### config.mk
export PLATFORM = sky130hd
export DESIGN_NAME = uart_tx_byte
export DESIGN_NICKNAME = d
export VERILOG_FILES = /design/src/rtl/uart_tx_byte.sv
export SDC_FILE = /design/constraint.sdc
export NUM_CORES = 1
export LEC_CHECK = 0
export CAP_MARGIN = 30
export CORE_MARGIN = 2
export CORE_UTILIZATION = 59
export DETAILED_ROUTE_END_ITERATION = 8
export PLACE_DENSITY = 0.85
export SLEW_MARGIN = 20
export SYNTH_ARGS = -nofsm -noshare
export SYNTH_HDL_FRONTEND = slang
export SYNTH_SLANG_ARGS = --single-unit
### constraint.sdc
create_clock -name clk -period 3.08 [get_ports clk]
set_input_delay 0.462 -clock clk [delete_from_list [all_inputs] [get_ports clk]]
set_output_delay 0.462 -clock clk [all_outputs]
set_load 0.005 [all_outputs]
### src/rtl/uart_tx_byte.sv
// 8N1 UART transmitter: one byte per tx_send pulse, LSB first, registered tx line.
// tx_busy combines the frame-in-flight flag with the live request so a pulse is never seen as idle.
module uart_tx_byte #(
    parameter int CLK_FREQ  = 100_000_000,
    parameter int BAUD_RATE = 115_200
) (
    input  logic       clk,
    input  logic       rst_n,
    input  logic [7:0] tx_data,
    input  logic       tx_send,
    output logic       tx_busy,
    output logic       tx_done,
    output logic       tx
);

    localparam int CLKS_PER_BIT = CLK_FREQ / BAUD_RATE;
    localparam int CNT_W        = (CLKS_PER_BIT > 1) ? $clog2(CLKS_PER_BIT) : 1;
    localparam logic [CNT_W-1:0] CNT_LAST = CNT_W'(CLKS_PER_BIT - 1);

    typedef enum logic [1:0] {
        IDLE  = 2'd0,
        START = 2'd1,
        DATA  = 2'd2,
        STOP  = 2'd3
    } state_t;

    state_t           state;
    state_t           state_next;
    logic [CNT_W-1:0] baud_cnt;
    logic [CNT_W-1:0] baud_cnt_next;
    logic [2:0]       bit_idx;
    logic [2:0]       bit_idx_next;
    logic [7:0]       shift;
    logic [7:0]       shift_next;
    logic             busy;
    logic             busy_next;
    logic             tx_reg;
    logic             tx_next;
    logic             done_reg;
    logic             done_next;
    logic             baud_last;

    assign baud_last = (baud_cnt == CNT_LAST);

    always_ff @(posedge clk or negedge rst_n) begin
        if (!rst_n) begin
            state    <= IDLE;
            baud_cnt <= '0;
            bit_idx  <= '0;
            shift    <= '0;
            busy     <= 1'b0;
            tx_reg   <= 1'b1;
            done_reg <= 1'b0;
        end else begin
            state    <= state_next;
            baud_cnt <= baud_cnt_next;
            bit_idx  <= bit_idx_next;
            shift    <= shift_next;
            busy     <= busy_next;
            tx_reg   <= tx_next;
            done_reg <= done_next;
        end
    end

    always_comb begin
        state_next    = state;
        baud_cnt_next = baud_cnt;
        bit_idx_next  = bit_idx;
        shift_next    = shift;
        busy_next     = busy;
        done_next     = 1'b0;
        tx_next       = 1'b1;

        case (state)
            IDLE: begin
                if (tx_send) begin
                    shift_next    = tx_data;
                    baud_cnt_next = '0;
                    bit_idx_next  = '0;
                    busy_next     = 1'b1;
                    state_next    = START;
                end
            end
            START: begin
                if (baud_last) begin
                    baud_cnt_next = '0;
                    state_next    = DATA;
                end else begin
                    baud_cnt_next = baud_cnt + 1'b1;
                end
            end
            DATA: begin
                if (baud_last) begin
                    baud_cnt_next = '0;
                    shift_next    = {1'b0, shift[7:1]};
                    bit_idx_next  = bit_idx + 3'd1;
                    if (bit_idx == 3'd7) begin
                        state_next = STOP;
                    end
                end else begin
                    baud_cnt_next = baud_cnt + 1'b1;
                end
            end
            STOP: begin
                if (baud_last) begin
                    baud_cnt_next = '0;
                    busy_next     = 1'b0;
                    done_next     = 1'b1;
                    state_next    = IDLE;
                end else begin
                    baud_cnt_next = baud_cnt + 1'b1;
                end
            end
            default: begin
                state_next = IDLE;
                busy_next  = 1'b0;
            end
        endcase

        // tx is registered, so it is decoded from where the FSM is heading next
        case (state_next)
            START:   tx_next = 1'b0;
            DATA:    tx_next = shift_next[0];
            default: tx_next = 1'b1;
        endcase
    end

    assign tx_busy = busy | tx_send;
    assign tx_done = done_reg;
    assign tx      = tx_reg;

endmodule
# Yosys cells after proc, flatten, opt, wreduce, memory -nomap -nowiden
# Cells that the tools add are included.
word_totals:
  register_bits: 26
  in_bits: 11
  output_inout_bits: 3
  word_cells: 48
classes:
  add_sub_neg: 2
  n_eq_ne: 10
  mux: 21
  n_bitwise: 1
  n_reduce_logical: 6
ops:
  columns: ["cell", "n"]
  rows:
  - ["10-bit two-way mux", 2]
  - ["10-bit case mux with 2 select lines", 1]
  - ["8-bit two-way mux", 2]
  - ["8-bit case mux with 2 select lines", 1]
  - ["10-bit by 1-bit adder with 10-bit output (second input constant)", 1]
  - ["10-bit == test (second input constant)", 1]
  - ["2-bit two-way mux", 5]
  - ["2-bit case mux with 4 select lines", 1]
  - ["2-bit == test (second input constant)", 3]
  - ["3-bit two-way mux", 2]
  - ["2-bit != test (second input constant)", 3]
  - ["3-bit case mux with 2 select lines", 1]
  - ["3-bit AND reduction", 2]
  - ["2-bit by 1-bit == test with 1-bit output (second input constant)", 2]
  - ["1-bit two-way mux", 4]
  - ["1-bit case mux with 2 select lines", 2]
  - ["2-bit nonzero test", 2]
  - ["3-bit by 1-bit adder with 3-bit output (second input constant)", 1]
  - ["3-bit == test (second input constant)", 1]
  - ["3-bit OR reduction", 1]
  - ["2-bit zero test", 1]
  - ["1-bit bitwise OR", 1]

# Longest topological paths before layout
logic_depth:
  depth_word: 6
  depth_mapped: 7
  depth_no_buf: 6

# Worst setup path before layout
# OpenSTA, ideal clock, no wires.
synth_timing:
  kind: "reg-to-reg"
  startpoint: "reg baud_cnt[0]"
  endpoint: "reg baud_cnt[6]"
  setup_ps: 128
  arrival_ps: 1577
  required_ps: 2952
  path_slack_ps: 1376
  path_stages_with_launch: 8
  path_buffers: 1
  synth_period_minus_slack_ps: 1704
  cell_sequence: "dfrtp_1 -> ha_1 -> nand4b_2 -> o32ai_4 -> buf_6 -> nor2_1 -> o21ai_2 -> o41ai_1"
synth_between:
  elab_chain_cells: 3
  word_cells_on_any_way: 4
  classes_between: "add/sub (1); eq/ne (1); mux (2)"
synth_rtl:
  columns: ["item", "line", "rtl"]
  rows:
  - ["start: declaration", "29", "logic [CNT_W-1:0] baud_cnt;"]
  - ["start signal: assignment", "56", "baud_cnt <= baud_cnt_next;"]
  - ["10-bit by 1-bit adder with 10-bit output or 10-bit == test (tied branches)", null, null]
  - ["10-bit two-way mux *", "85, 93, 105", null]
  - ["10-bit case mux with 2 select lines *", "74", "case (state)"]
# Mark *: on every way between the ends. The rest lies on a longest branch, timed or not.
# A chain may end at the register's enable or synchronous reset.

# Worst setup path after layout
layout_timing:
  startpoint: "in tx_send"
  endpoint: "out tx_busy"
layout_between:
  elab_chain_cells: 1
layout_rtl:
  columns: ["item", "line", "rtl"]
  rows:
  - ["start: declaration", "10", "input logic tx_send,"]
  - ["1-bit bitwise OR", "128", "assign tx_busy = busy | tx_send;"]
  - ["end: declaration", "11", "output logic tx_busy,"]
# Every way passes these cells.

==> reports/results.ini <==
[status]
status = finished, final reports clean

[route]
avgViaCountPerCell = 5.891
routed_wl_um = 2534
via_count = 1078
post-route-drc-count = 0
drtIter0Drc = 31
antenna_violating_nets_post_route = 0
wire_per_inst_um = 13.85
detail_route.first_pass.iterations = 4

[setup_path]
cp_data_required_time_ns = 2.62
critPathLaunchType = input pin
crit_start = tx_send
setup.worst_path.end_class = output pin
reg2regPathDepth = 5
critical_path_data_arrival_time_ns = 1.75
r2r-end = bit_idx[0]$_DFFE_PN0P_
critical_path_class = input pin to output pin
top_fanout_value_on_the_critical_path = 7
regToRegSetupSlack_ns = 0.87
worst_r2r_startpoint = baud_cnt[0]$_DFFE_PN0P_

[synth]
postSynthCellCount = 142
syn-cell-area_mm2 = 0.001366
synth.yosys.seq_area_share = 0.4771
synthesis.yosys.warnings = 0
synth-main-ff-cell = sky130_fd_sc_hd__dfrtp_1
synth_seq_cells = 26
synthArstFlopShare = 1.000
synth_enable_flop_cells = 0
syn_area_per_cell_um2 = 9.622
synth_fp_nets = 156
synth.lib_cells_used.distinct = 40

[layout]
insertedDiodeCount = 0
num-fill-cells = 164
biggestRegsByFlops = baud_cnt (10), shift (8), bit_idx (3)
top_register = baud_cnt
leading_cell_type_in_the_layout_fill_and_taps_excluded = sky130_fd_sc_hd__nand2_1
syn2layout_area_growth_pct = 13.83
fin_nets = 170
layout.cells.most_common_list = 27 x sky130_fd_sc_hd__nand2_1, 25 x sky130_fd_sc_hd__dfrtp_1, 15 x sky130_fd_sc_hd__o21ai_0, 13 x sky130_fd_sc_hd__clkdlybuf4s50_1, 10 x sky130_fd_sc_hd__nor2_1
largest_reg_flops = 10
post_route_cells_drive_above_1_share = 0.1097

[global_routing]
globalRouteOverflowTotal = 0
grt_start_max_net_pins = 27
met2_usage = 0.3354
met1_layer_usage_reported_by_global_route = 0.2994
busiest_layer = met2
grt_pass1_wl_um = 4340
grt_antenna_before_repair = 0
first_global_vias = 973
grt_usage = 0.2181
met3_usage = 0.03161

[timing]
hold_violation_total_from_the_final_report = 0
rsz0062_at_grt = false
fin_setup_tns_ns = 0
ratio_of_final_minimum_period_to_clock_period = 0.7183
slew_headroom = 0.5574
worst_clock_skew_ns = 0.003908
achievable-frequency_mhz = 452.0
timing.final.crit_period_ns = 2.213
max_slew.worst_pin.slew_ns = 0.6588
final-setup-viol-count = 0
finalMaxSlewViolations = 0

[clock_tree]
clock-sinks = 26
numCtsBuffers = 3
cts_tree = yes
depth_of_the_cts_h_tree = 1
clk-insertion-delay-late_ns = 0.33
root_buffer = sky130_fd_sc_hd__clkbuf_4
cts-hold-fix-buffers = 0
postCtsSetupBuffers = 0
post_cts.resized_instances = 0
clock_pin_transition_on_the_worst_setup_and_hold_timing_paths_ns = 0.14
cts_max_path_bufs = 2

[floorplan]
die_width_um = 52.12
dieHeight_um = 52.12
floorplan.die_area_mm2 = 0.002716
fp-row-count = 17
core_area_mm2 = 0.002191
io_pins = 14
start_util = 0.6236

[pwr]
power.combinational.fraction = 0.036
power.share.sequential = 0.570
switchingPower_uw = 113.3
finalPower_uw = 598.9
power.leakage_uw = 0.0006732
sw_frac_of_total = 0.1891
cell_internal_pwr_uw = 485.6
clkPwrFrac = 0.394
ir_worst_vdd_mv = 0.2499
power_per_cell_area_mw_per_mm2 = 385.1

[place]
placement.io_buffers = 13
place.detailed.hpwl_um = 1845
place.gp.congestion = 0.7704

[hold_path]
min_path_type = input pin to async pin

[job]
drv.max_cap_violation_count = 0

-- area by class of cell --
type                    count  area (µm²)  area share
multi-input cells         106       655.6      0.4216
repair buffers             15       145.1     0.09332
well taps                  28       35.03     0.02253
inverters                   4       15.01    0.009654
clock inverters             1       30.03     0.01931
clock buffers               3       22.52     0.01448
flip-flops and latches     26       651.9      0.4191
-- cell usage after synthesis (2+ instances only) --
cell type                  n  area (µm²)
sky130_fd_sc_hd__inv_1     4       15.01
sky130_fd_sc_hd__nand3_1   8       40.04
sky130_fd_sc_hd__o41ai_1   2       17.52
sky130_fd_sc_hd__a22o_1    2       17.52
sky130_fd_sc_hd__dfrtp_1  25       625.6
sky130_fd_sc_hd__o31ai_1   2       15.01
sky130_fd_sc_hd__buf_2     2       10.01
sky130_fd_sc_hd__a31oi_1   2       12.51
sky130_fd_sc_hd__o21ai_0  15       75.07
sky130_fd_sc_hd__nand2_1  27       101.4
sky130_fd_sc_hd__o21ai_2   2       17.52
sky130_fd_sc_hd__a21oi_1   3       15.01
sky130_fd_sc_hd__a22oi_1   6       45.04
sky130_fd_sc_hd__buf_6     2       22.52
sky130_fd_sc_hd__ha_1      3       37.54
sky130_fd_sc_hd__nor2b_1   3       18.77
sky130_fd_sc_hd__nor3_1    2       10.01
sky130_fd_sc_hd__nor2_1   10       37.54
-- per-stage QoR --
| stage | hold slack (ns) | worst slack (ns) | util | instances | area [µm²] |
|---|---|---|---|---|---|
| 6_report | 0.4716 | 0.8675 | 0.7099 | 183 | 1555 |
| 3_3_place_gp | 0.4586 | 0.8148 | 0.6825 | 178 | 1495 |
| 5_1_grt | 0.5188 | 0.6818 | 0.7099 | 183 | 1555 |
| 3_5_place_dp | 0.4636 | 0.8772 | 0.6859 | 179 | 1503 |
| 4_1_cts | 0.4789 | 0.8734 | 0.7099 | 183 | 1555 |
| 2_1_floorplan | 0.1664 | 1.376 | - | 142 | 1366 |
-- per-layer routing --
metal / part of all wire / up-vias
met5: 0 / -
met4: 0.022 / 0
met3: 0.034 / 7
met2: 0.46 / 24
met1: 0.48 / 513
li1: - / 534
-- kinds of logic (layout without fill, tap and decap cells) --
family | count (synthesis) | in the layout | share of synthesized area
DFF | 26 | 26 | 0.4771
muxes | 1 | 1 | 0.008241
adders and majority gates | 3 | 3 | 0.02748
AOI/OAI and AO/OA | 38 | 38 | 0.1960
buffers and inverters | 10 | 23 | 0.04304
xor gates and xnor gates | 2 | 2 | 0.01282
and+or+nand+nor | 62 | 62 | 0.2354
-- critical path, cell delays in order --
cell and delay (ns):
sky130_fd_sc_hd__clkdlybuf4s50_1 0.50, sky130_fd_sc_hd__or2_2 0.34, sky130_fd_sc_hd__clkdlybuf4s50_1 0.45
-- how the worst max path moves through the flow --
stage                               to  slack [ns]  depth (start not counted)
2_1_floorplan  baud_cnt[6]$_DFFE_PN0P_        1.38                          7
3_3_place_gp   baud_cnt[9]$_DFFE_PN0P_        0.81                          4
3_5_place_dp                   tx_busy        0.88                          3
4_1_cts                        tx_busy        0.87                          3
5_1_grt         bit_idx[0]$_DFFE_PN0P_        0.68                          5
6_report                       tx_busy        0.87                          3
-- power by group through the flow --
| stage | clock (µW) | sequential [µW] | combinational (µW) |
|---|---|---|---|
| floorplan | 0 | 348 | 0.894 |
| global placement | 0 | 348 | 22.0 |
| detailed placement | 0 | 348 | 22.1 |
| CTS | 240 | 342 | 22.2 |
| global route | 250 | 342 | 23.9 |
| finish | 236 | 341 | 21.4 |
Power figures use the tool's default switching activity.
